==> config.mk <==
export PLATFORM = sky130hd
export DESIGN_NAME = sort_result_serializer
export DESIGN_NICKNAME = d
export VERILOG_FILES = /design/src/rtl/sorter_pkg.sv /design/src/rtl/sort_tuple_fifo.sv /design/src/rtl/sort_result_serializer.sv
export SDC_FILE = /design/constraint.sdc
export NUM_CORES = 1
export LEC_CHECK = 0
export ABC_AREA = 1
export CAP_MARGIN = 20
export CORE_UTILIZATION = 63
export DETAILED_ROUTE_END_ITERATION = 8
export PLACE_DENSITY_LB_ADDON = 0.05
export REMOVE_ABC_BUFFERS = 1
export SETUP_SLACK_MARGIN = 0.1
export SYNTH_ARGS = -nofsm -noshare
export SYNTH_HDL_FRONTEND = slang
export SYNTH_HIERARCHICAL = 1
export SYNTH_SLANG_ARGS = --single-unit
==> constraint.sdc <==
create_clock -name clk -period 5.2 [get_ports clk]
set_input_delay 1.04 -clock clk [delete_from_list [all_inputs] [get_ports clk]]
set_output_delay 1.04 -clock clk [all_outputs]
set_load 0.01 [all_outputs]
==> src/rtl/sorter_pkg.sv <==
// Shared types and helpers for the sorter consumer side: the sorted 4-tuple
// payload, the byte-lane index, lane selection and the sortedness check.
package sorter_pkg;

  localparam int unsigned DATA_W = 8;

  typedef struct packed {
    logic [DATA_W-1:0] mx;
    logic [DATA_W-1:0] smx;
    logic [DATA_W-1:0] smn;
    logic [DATA_W-1:0] mn;
  } sort_tuple_t;

  typedef logic [1:0] lane_t;

  // Byte of a tuple for a given lane; ascending order walks the lanes backwards.
  function automatic logic [DATA_W-1:0] lane_sel(sort_tuple_t t, lane_t lane, bit desc);
    lane_t             idx;
    logic [DATA_W-1:0] res;
    idx = desc ? lane : ~lane;
    case (idx)
      2'd0:    res = t.mx;
      2'd1:    res = t.smx;
      2'd2:    res = t.smn;
      default: res = t.mn;
    endcase
    return res;
  endfunction

  function automatic logic is_sorted(sort_tuple_t t);
    return (t.mx >= t.smx) && (t.smx >= t.smn) && (t.smn >= t.mn);
  endfunction

endpackage

==> src/rtl/sort_tuple_fifo.sv <==
// Power-of-two deep FIFO of sorted tuples with occupancy count.
module sort_tuple_fifo
  import sorter_pkg::*;
#(
  parameter int unsigned DEPTH = 4
) (
  input  logic                         clk,
  input  logic                         rst,
  input  logic                         push,
  input  logic                         pop,
  input  sort_tuple_t                  wr_data,
  output sort_tuple_t                  rd_data,
  output logic                         full,
  output logic                         empty,
  output logic [$clog2(DEPTH+1)-1:0]   count
);

  localparam int unsigned PTR_W = $clog2(DEPTH);
  localparam int unsigned CNT_W = $clog2(DEPTH + 1);

  sort_tuple_t      mem [DEPTH];
  logic [PTR_W-1:0] wr_ptr;
  logic [PTR_W-1:0] rd_ptr;
  logic             push_ok;
  logic             pop_ok;

  assign full    = (count == CNT_W'(DEPTH));
  assign empty   = (count == '0);
  assign push_ok = push && !full;
  assign pop_ok  = pop && !empty;
  assign rd_data = mem[rd_ptr];

  // Storage needs no reset: it is only observed while count is non-zero.
  always_ff @(posedge clk) begin
    if (push_ok) mem[wr_ptr] <= wr_data;
  end

  always_ff @(posedge clk or posedge rst) begin
    if (rst) begin
      wr_ptr <= '0;
      rd_ptr <= '0;
      count  <= '0;
    end else begin
      if (push_ok) wr_ptr <= wr_ptr + PTR_W'(1);
      if (pop_ok)  rd_ptr <= rd_ptr + PTR_W'(1);
      count <= count + CNT_W'(push_ok) - CNT_W'(pop_ok);
    end
  end

endmodule

==> src/rtl/sort_result_serializer.sv <==
// Buffers sorted 4-tuples and streams them out a byte per cycle, flagging
// dropped tuples and tuples that violate the sorter's ordering.
module sort_result_serializer #(
  parameter int unsigned DATA_W     = sorter_pkg::DATA_W,
  parameter int unsigned DEPTH      = 4,
  parameter bit          ORDER_DESC = 1'b1
) (
  input  logic                        clk,
  input  logic                        rst,
  input  logic                        in_valid,
  output logic                        in_ready,
  input  logic [DATA_W-1:0]           max,
  input  logic [DATA_W-1:0]           second_max,
  input  logic [DATA_W-1:0]           second_min,
  input  logic [DATA_W-1:0]           min,
  output logic [DATA_W-1:0]           out_data,
  output logic                        out_valid,
  input  logic                        out_ready,
  output logic                        out_last,
  output logic [$clog2(DEPTH+1)-1:0]  count,
  output logic                        overflow,
  output logic                        order_err
);

  import sorter_pkg::*;

  sort_tuple_t in_tuple;
  sort_tuple_t head;
  lane_t       lane;
  logic        full;
  logic        empty;
  logic        push;
  logic        pop;
  logic        xfer;

  assign in_tuple = '{mx: max, smx: second_max, smn: second_min, mn: min};

  assign in_ready  = !full;
  assign out_valid = !empty;
  assign push      = in_valid && !full;
  assign xfer      = out_valid && out_ready;
  assign pop       = xfer && (lane == 2'd3);
  assign out_data  = out_valid ? lane_sel(head, lane, ORDER_DESC) : '0;
  assign out_last  = out_valid && (lane == 2'd3);

  sort_tuple_fifo #(.DEPTH(DEPTH)) u_fifo (
    .clk     (clk),
    .rst     (rst),
    .push    (push),
    .pop     (pop),
    .wr_data (in_tuple),
    .rd_data (head),
    .full    (full),
    .empty   (empty),
    .count   (count)
  );

  // Lane walks 0..3 and wraps naturally as the head tuple is popped.
  always_ff @(posedge clk or posedge rst) begin
    if (rst) begin
      lane      <= '0;
      overflow  <= 1'b0;
      order_err <= 1'b0;
    end else begin
      if (xfer)                   lane      <= lane + 2'd1;
      if (in_valid && full)       overflow  <= 1'b1;
      if (push && !is_sorted(in_tuple)) order_err <= 1'b1;
    end
  end

endmodule

# Yosys cells after proc, flatten, opt, wreduce, memory -nomap -nowiden
# Memory sizes are Yosys's and may differ from the RTL's.
# Index checks and enable logic that the tools add are counted.
[totals] regBits=11 mem_bits_rw=128 in_bits=36 out_inout_bits=16 word_cells=38 mem_count=1
[classes] add_sub_neg=5 n_lt_le_gt_ge=3 eq_ne=4 n_mux=4 n_reduce_logical=15
[mem_list] memory="u_fifo.mem" depth=4 width=32 read_ports=1 rd_ports_with_merged_regs=0 wr=1 line="sort_tuple_fifo.sv:21" rtl="sort_tuple_t mem [DEPTH];"
[op_table] operator="$ge 8x8->1" n=3
[op_table] operator="$pmux 8 s3" n=1
[op_table] operator="$logic_and 1x1->1" n=10
[op_table] operator="$mux 8" n=1
[op_table] operator="$add 2x1->2 const B" n=3
[op_table] operator="$eq 2x2->1 const B" n=2
[op_table] operator="$add 3x1->3" n=1
[op_table] operator="$eq 3x3->1 const B" n=1
[op_table] operator="$logic_not 1->1" n=3
[op_table] operator="$logic_not 3->1" n=1
[op_table] operator="$sub 3x1->3" n=1
[op_table] operator="$eq 2x1->1 const B" n=1
[op_table] operator="$logic_not 2->1" n=1
[op_table] operator="$mux 1" n=2

# Longest topological paths before layout
[logic_depth] depth_word=6 ltp_mapped=14 ltp_nobuf=14

# Cells and area by module
# The synthesis kept the hierarchy.
[by_module_without_submodules] module="sort_tuple_fifo" n_inst=1 cells_per_inst=465 area_each_um2=5470.2 seq_area_each_um2=4018.9
[by_module_without_submodules] module="sort_result_serializer" n_inst=1 cells_per_inst=182 area_each_um2=1092.3 seq_area_each_um2=100.1

# Worst setup path after synthesis
# OpenSTA, ideal clock, no wires.
[synth_timing] kind="in2reg" from="in in_valid" to="mem u_fifo/mem[0][0] (netlist name), enable pin" setup_ps=421 arrival_ps=2793 t_required_ps=4779 setup_slack_ps=1986 cell_stages=4 path_buffers=0 path_cell_list="inv_1 -> nor2_1 -> nand2_1 -> nor2_1"
[synth_between] elab_chain_cells=4
[synth_lines] item="start: declaration" line="sort_result_serializer.sv:10" rtl="input logic in_valid,"
[synth_lines] item="$logic_and 1x1->1" line="sort_result_serializer.sv:40" rtl="assign push = in_valid && !full;"
[synth_lines] item="via push" line="sort_result_serializer.sv:32" rtl="logic push;"
[synth_lines] item="$logic_and 1x1->1" line="sort_tuple_fifo.sv:29" rtl="assign push_ok = push && !full;"
[synth_lines] item="$mux 1" line="sort_tuple_fifo.sv:35" rtl="if (push_ok) mem[wr_ptr] <= wr_data;"
[synth_lines] item="$mux 1 (implied by the code)" line="sort_tuple_fifo.sv:35"
[synth_lines] item="end: declaration" line="sort_tuple_fifo.sv:21"
# The timed path passes the listed nets, and every way through them passes these cells.

==> impl_results.md <==
- Hold_buf cts: 0
- Slowest CP cell: dfrtp_2
- Final hold violation count: 0
- Root buffer cell: clkbuf_8
- Area growth syn-to-layout: 17.5%
- Overall power: around 4.2 mW
- Final Cycle Share: 0.781
- Vias in the first global route: 4,634
- Setup TNS Final: 0 ns
- Hold Slack: 0.470 ns
- Via count: 4,624
- WP data required: 4.16 ns
- R2R Setup Slk: 2.71 ns
- Reg2reg end: u_fifo/count[2]
- RSZ-0062 raised after global routing: no
- Fill cells: 650
- CTS tree: built
- Cts bufs inserted: 17
- Finished Layout Cells: 845
- Worst slew pin tran: 1.06 ns
- CP Cell Sequence: buf_12, inv_2, o21ai_0, nand2_1, nand2_1, a31oi_1, clkdlybuf4s50_1
- Ant diodes: 0
- Critical Path Max Stage Delay: 0.58 ns
- Clock sinks: 139
- Synthesized area: between 6000 and 7000 µm²
- Worst r2r src: lane[1]
- Post-CTS sizing: 0
- Max Fclk: 0.246 GHz
- Max cap viols: 0
- Worst path most repeated cell: nand2_1
- Port Buf Inserts: 51
- Die area: 10,800 µm²
- Final core occ: 0.774
- Area leader, netlist: edfxtp_1
- Initial antenna violation count: 0
- Fin area: 7710 µm²
- Leak: between 3 and 4 nW
- Final setup violation count: 0
- Number of DRC markers in iteration 0: between 300 and 400
- Worst Setup Path Type: register to output port
- Most instantiated cells after synthesis: 166 x nand2_1, 128 x edfxtp_1, 89 x inv_1
- Normalized max-slew margin: 0.293
- Synth warn: 6
- H-tree levels: 4
- Final setup margin: between 1 and 1.5 ns
- Later-pin clock latency in the skew report: 0.52 ns
- Unique masters post-synth: 26
- First-pass detailed-route iteration total: 5
- Slew Limit Fails: 0
- Synth Instances: 647
- Worst Hold End: order_err
- FF+latch area: between 4000 and 5000 µm²
- Num rows: 36
- GP Congestion: 0.782
- Hold path startpoint: order_err
- VDD IR max: between 0.2 and 0.3 mV
- Ys async rst share: 0.0791
- Power Density: 539 nW/µm²
- CP Capture Type: output port
- Total grt overflow: 0
- Synth Area per Inst: 10.1 µm²
- Status: finished, final reports clean
- Hold depth: 2
- Seq cells post-synth: around 140
- Crit path DAT: 3.02 ns
- Gr usage total: 0.270
- Inst Count DP: roughly 800
- Via/cell ratio: 5.47
- Post-synth EDFFs: 128
- Share of layout cells above drive strength 1: 0.0576
- Placed inst area: 7140 µm²
- CTS max path bufs: 2
- DR WL/cell: 16.3 µm
- Largest net degree at the start of global routing: 68
- First-pass GRT wire length: 22,100 µm
- Hold Crit Class: register to register
- Die Wd: about 100 µm
- Worst Reg-to-Reg Cells: 11
- Primary FF master, synth: edfxtp_1
- Synth top area share: 0.586
- Ranking of synthesized cells by area: edfxtp_1 59%, nand2_1 9.5%, ha_1 6.5%, inv_1 5.1%, nor2_1 4.6%
- DRC errors left: 0
- Critical Path Source Type: register
- Critical Path Fanout Max: 43
- CTS clk-pin slew, worst paths: approximately 0.060 ns
- Count leader, synth: nand2_1
- Initial Utilization: 0.659
- Clk_skew: 0.00826 ns
- Die Y: 104 µm
- Ports: 52
- Seq/Total Area, Yosys: 0.628
- Area of the multi-input gates: 1970 µm²
- WL final: 13,800 µm
- Final nets: 770
- ANT nets after route: 0
- Post-DP HPWL: 8680 µm
- Worst slack at placement: 1.38 ns
- Min Clock Period, post-route: a little over 4 ns
- Number of setup buffers added after CTS: 0
- CORE AREA: 9950 µm²
==> cells by family after synthesis <==
family | synth area share
xor gates and xnor gates | 0.00133
DFF | 0.628
and+or+nand+nor | 0.149
AOI/OAI and AO/OA | 0.0787
buffers and inverters | 0.0755
adders and majority gates | 0.0679
==> worst max-delay path by stage <==
stage / startpoint / to / slack, ns
after floorplan: u_fifo/rd_ptr[0] / out_data[0] / 1.42
after detailed placement: u_fifo/rd_ptr[0] / out_data[3] / 1.38
after global placement: u_fifo/rd_ptr[0] / out_data[7] / 1.43
final: u_fifo/rd_ptr[0] / out_data[3] / 1.14
after CTS: u_fifo/rd_ptr[0] / out_data[4] / 0.80
after global routing: u_fifo/rd_ptr[0] / out_data[1] / 0.99
==> power breakdown <==
| part | internal (mW) | switching, mW |
|---|---|---|
| registers | 1.48 | 0.102 |
| clock network | 0.621 | 0.419 |
| logic | 0.565 | 0.962 |
==> worst max-delay path, delay by kind of cell (launching register included) <==
kind,cells,cell delay (ns)
buffers and inverters,3,1.27
flip-flops,1,0.58
AO/OA/AOI/OAI,2,0.44
AND/OR/NAND/NOR,2,0.17
==> sequential cells by signal (all words and copies together) (netlist names) <==
| signal | count |
|---|---|
| order_err | 1 |
| overflow | 1 |
| u_fifo/rd_ptr | 2 |
| u_fifo/wr_ptr | 2 |
| lane | 2 |
| u_fifo/mem | 128 |
| u_fifo/count | 3 |
==> final cells by class <==
| cell class | instances | share of cell area |
|---|---|---|
| multi-input combinational | 391 | 0.255 |
| tap | 133 | 0.0216 |
| clock buffer | 21 | 0.0557 |
| sequential | 139 | 0.534 |
| clock inverter | 11 | 0.0102 |
| inverter | 92 | 0.0448 |
| timing repair buffer | 58 | 0.0779 |
==> routing by layer <==
layer	global-route usage	wire length, µm	up-vias
met2	0.478	7260	211
met3	0.0595	1070	26
met4	0.111	309	0
li1	-	-	2228
met1	0.318	5170	2159
met5	0	0	-
==> cell usage in the layout (no fill, tap or decap), types with 5 or more instances in the layout <==
cell type / instances
nand2_1: 166
edfxtp_1: 128
inv_1: 88
nor2_1: 77
o21ai_0: 51
clkdlybuf4s50_1: 51
ha_1: 34
o21ai_1: 21
clkbuf_16: 16
a21oi_1: 15
dfrtp_1: 10
a31oi_1: 8
nand3_1: 6
clkinv_1: 5
Note: power is estimated with default switching activity, not from simulation.
==> RTL change: new RTL, same settings <==
`ORDER_DESC`: 1'b1 -> 1'b0.
--- a/src/rtl/sort_result_serializer.sv
+++ b/src/rtl/sort_result_serializer.sv
@@ -4,5 +4,5 @@
   parameter int unsigned DATA_W     = sorter_pkg::DATA_W,
   parameter int unsigned DEPTH      = 4,
-  parameter bit          ORDER_DESC = 1'b1
+  parameter bit          ORDER_DESC = 1'b0
 ) (
   input  logic                        clk,
Check against the original RTL: not equivalent (Yosys sat finds a counterexample within 4 cycles, from zero or initial values and one cycle with rst high).
==> RTL change against the original RTL <==
Design area grew 1.3%; wire length is 2.4% higher; sequential share of layout area shrank 0.71 points; total power rose by 5.8%; sequential cell count is the same; final cell count decreased by 0.24%; highest routed layer unchanged; worst setup slack worse by 0.31 ns; synthesized area hardly changed; clock skew fell by 0.0014 ns; register-to-register slack got worse by 0.13 ns; via count is 0.45% higher; count of clock-buffer cells in the layout decreased by 2; critical endpoint is now out_data[1]; critical path depth grew 1.
==> RTL change: results (changes against the original RTL) <==
* Status: finished, final reports clean
* Adder and majority cell fraction of the synthesized area at 6.78% (about the same)
* Post-synthesis mux area share at 0% (unchanged)
* Share of layout cells above drive strength 1 at 5.92% (+0.16 points)
* Xor and xnor fraction of the mapped netlist area at 0.133% (about the same)
* Antenna violations before repair at 0 (unchanged)
* Total number of yosys warnings at 6 (unchanged)
* Synth top area cells: sky130_fd_sc_hd__edfxtp_1, sky130_fd_sc_hd__nand2_1, sky130_fd_sc_hd__ha_1
* Clock insertion delay at the later pin of the skew report at 0.52 ns (about the same)
* Synthesized-area fraction occupied by ao, oa, aoi and oai cells at 7.87% (about the same)
* Leak Pwr at 3.30 nW (+1.2%)
* Endpoint arrival time on the critical path at 3.34 ns (+0.32 ns)
* Wire length of the first global-routing pass at 22900 um (+3.7%)
* Routed length per placed instance at 16.8 um (+2.7%)
* Number of H-tree levels at 4 (unchanged)
* Post-cts sizing count at 0 (unchanged)
* Tightest Pin Transition at 1.10 ns (+0.0382 ns)
* Vias per cell at 5.51 (+0.69%)
* Clock Root Buffer: sky130_fd_sc_hd__clkbuf_8
* Maximum number of pins on one net before global-route repair at 66 (-2.9%)
* Worst Skew at 0.00688 ns (-0.00139 ns)
* First DRT Iteration DRCs at 357 (+16%)
* Post CTS Setup Buffer Count at 0 (unchanged)
* Worst hold-check path type: register to register
* Max VDD drop at 306 uV (+6.4%)
* Global placement routability congestion at 0.815 (+4.2%)
* Part of the Yosys area used for sequential elements at 62.7% (about the same)
* Post-route minimum period at 4.38 ns (+0.314 ns)
* Nets@finish at 768 (-0.26%)
* Clock buffers created by TritonCTS at 17 (unchanged)
* Post-synth cell types at 25 (-3.8%)
* Via count of the first global-routing pass at 4800 (+3.6%)
* Largest register FFs at 128 (unchanged)
* GRT Util Overall at 28.0% (+1.1 points)
* Buffers added on ports at 51 (unchanged)
* Clock input transition at the sequential cells of the worst setup and hold paths at 0.06 ns (about the same)
* Detailed-routing iteration count for the pre-antenna-repair pass at 8 (+3)
* CP Max Fanout at 53 (+23%)
* Proportion of register bits with asynchronous set or reset after synthesis at 7.91% (unchanged)
* Most common library cells after synthesis: sky130_fd_sc_hd__nand2_1, sky130_fd_sc_hd__edfxtp_1, sky130_fd_sc_hd__inv_1
* Pre-CTS worst setup slack at 1.41 ns (+0.0274 ns)
* Number of flops mapped to enable cells by yosys at 128 (unchanged)
* N_diodes at 0 (unchanged)
* Cell Int Power at 2.87 mW (+7.5%)
* Detail Placement HPWL at 8420 um (-3.0%)
* Main flop type after synthesis: sky130_fd_sc_hd__edfxtp_1
* Maximum count of clock buffers along a single path at 2 (unchanged)
* Final setup viols at 0 (unchanged)
* Leading registers by flop count: u_fifo/mem: 128 flops, u_fifo/count: 3 flops
## RTL change: power groups by stage
stage / registers, mW / clock network (mW) / logic, mW
floorplan: 1.64 / 0 / 0.850
global placement: 1.62 / 0 / 1.41
detailed placement: 1.63 / 0 / 1.46
CTS: 1.61 / 1.27 / 1.48
global route: 1.63 / 1.32 / 1.70
finish: 1.61 / 1.26 / 1.52
## RTL change: final timing paths
path / start / to / slack, ns / cells past startpoint
setup / recovery: u_fifo/rd_ptr[0]$_DFFE_PP0P_ / out_data[1] / 0.82 / 8
setup reg to reg: u_fifo/count[1]$_DFF_PP0_ / u_fifo/mem[2][5]$_DFFE_PP_ / 2.58 / 6
hold reg to reg: order_err$_DFFE_PP0P_ / order_err$_DFFE_PP0P_ / 0.49 / 2
max in group asynchronous: rst / u_fifo/rd_ptr[0]$_DFFE_PP0P_ / 4.14 / 2
hold / removal: order_err$_DFFE_PP0P_ / order_err$_DFFE_PP0P_ / 0.49 / 2
min in group asynchronous: rst / order_err$_DFFE_PP0P_ / 0.73 / 2
## RTL change: cell type report
cell class	count	area (um^2)
Fill cell	651	2140
Clock inverter	13	199
Timing Repair Buffer	55	578
Sequential cell	139	4120
Multi-Input combinational cell	391	1980
Clock buffer	19	422
Inverter	93	349
Tap cell	133	166
## RTL change: kinds of logic (layout without fill, tap and decap cells)
family,count (synthesis),count (layout)
and+or+nand+nor,256,256
xor gates and xnor gates,1,1
adders and majority gates,35,35
AOI/OAI and AO/OA,99,99
buffers and inverters,118,180
DFF,139,139
## RTL change: critical path, cell delays in order (launching register included)
cell and delay (ns):
sky130_fd_sc_hd__dfrtp_2 0.89, sky130_fd_sc_hd__buf_4 0.57, sky130_fd_sc_hd__nor2_1 0.11, sky130_fd_sc_hd__nor2_1 0.10, sky130_fd_sc_hd__o21ai_0 0.09, sky130_fd_sc_hd__nand2_1 0.11
sky130_fd_sc_hd__o21ai_0 0.11, sky130_fd_sc_hd__a31oi_1 0.23, sky130_fd_sc_hd__clkdlybuf4s50_1 0.59
## RTL change: routing by layer
metal | track usage [%] | routed length, um
met1 | 32.8 | 5620
met2 | 48.7 | 7300
met3 | 6.33 | 855
met4 | 13.9 | 365
met5 | 0 | 0
## RTL change: metrics by stage
stage	cells	total power [mW]	hold WS (ns)	util (%)	cell area (um^2)
after global placement	808	3.03	0.459	71.6	7130
after CTS	840	4.36	0.481	77.9	7750
after detailed placement	808	3.09	0.458	71.6	7130
after global routing	843	4.65	0.497	78.5	7810
after floorplan	623	2.49	0.441	-	6420
final	843	4.39	0.488	78.5	7810
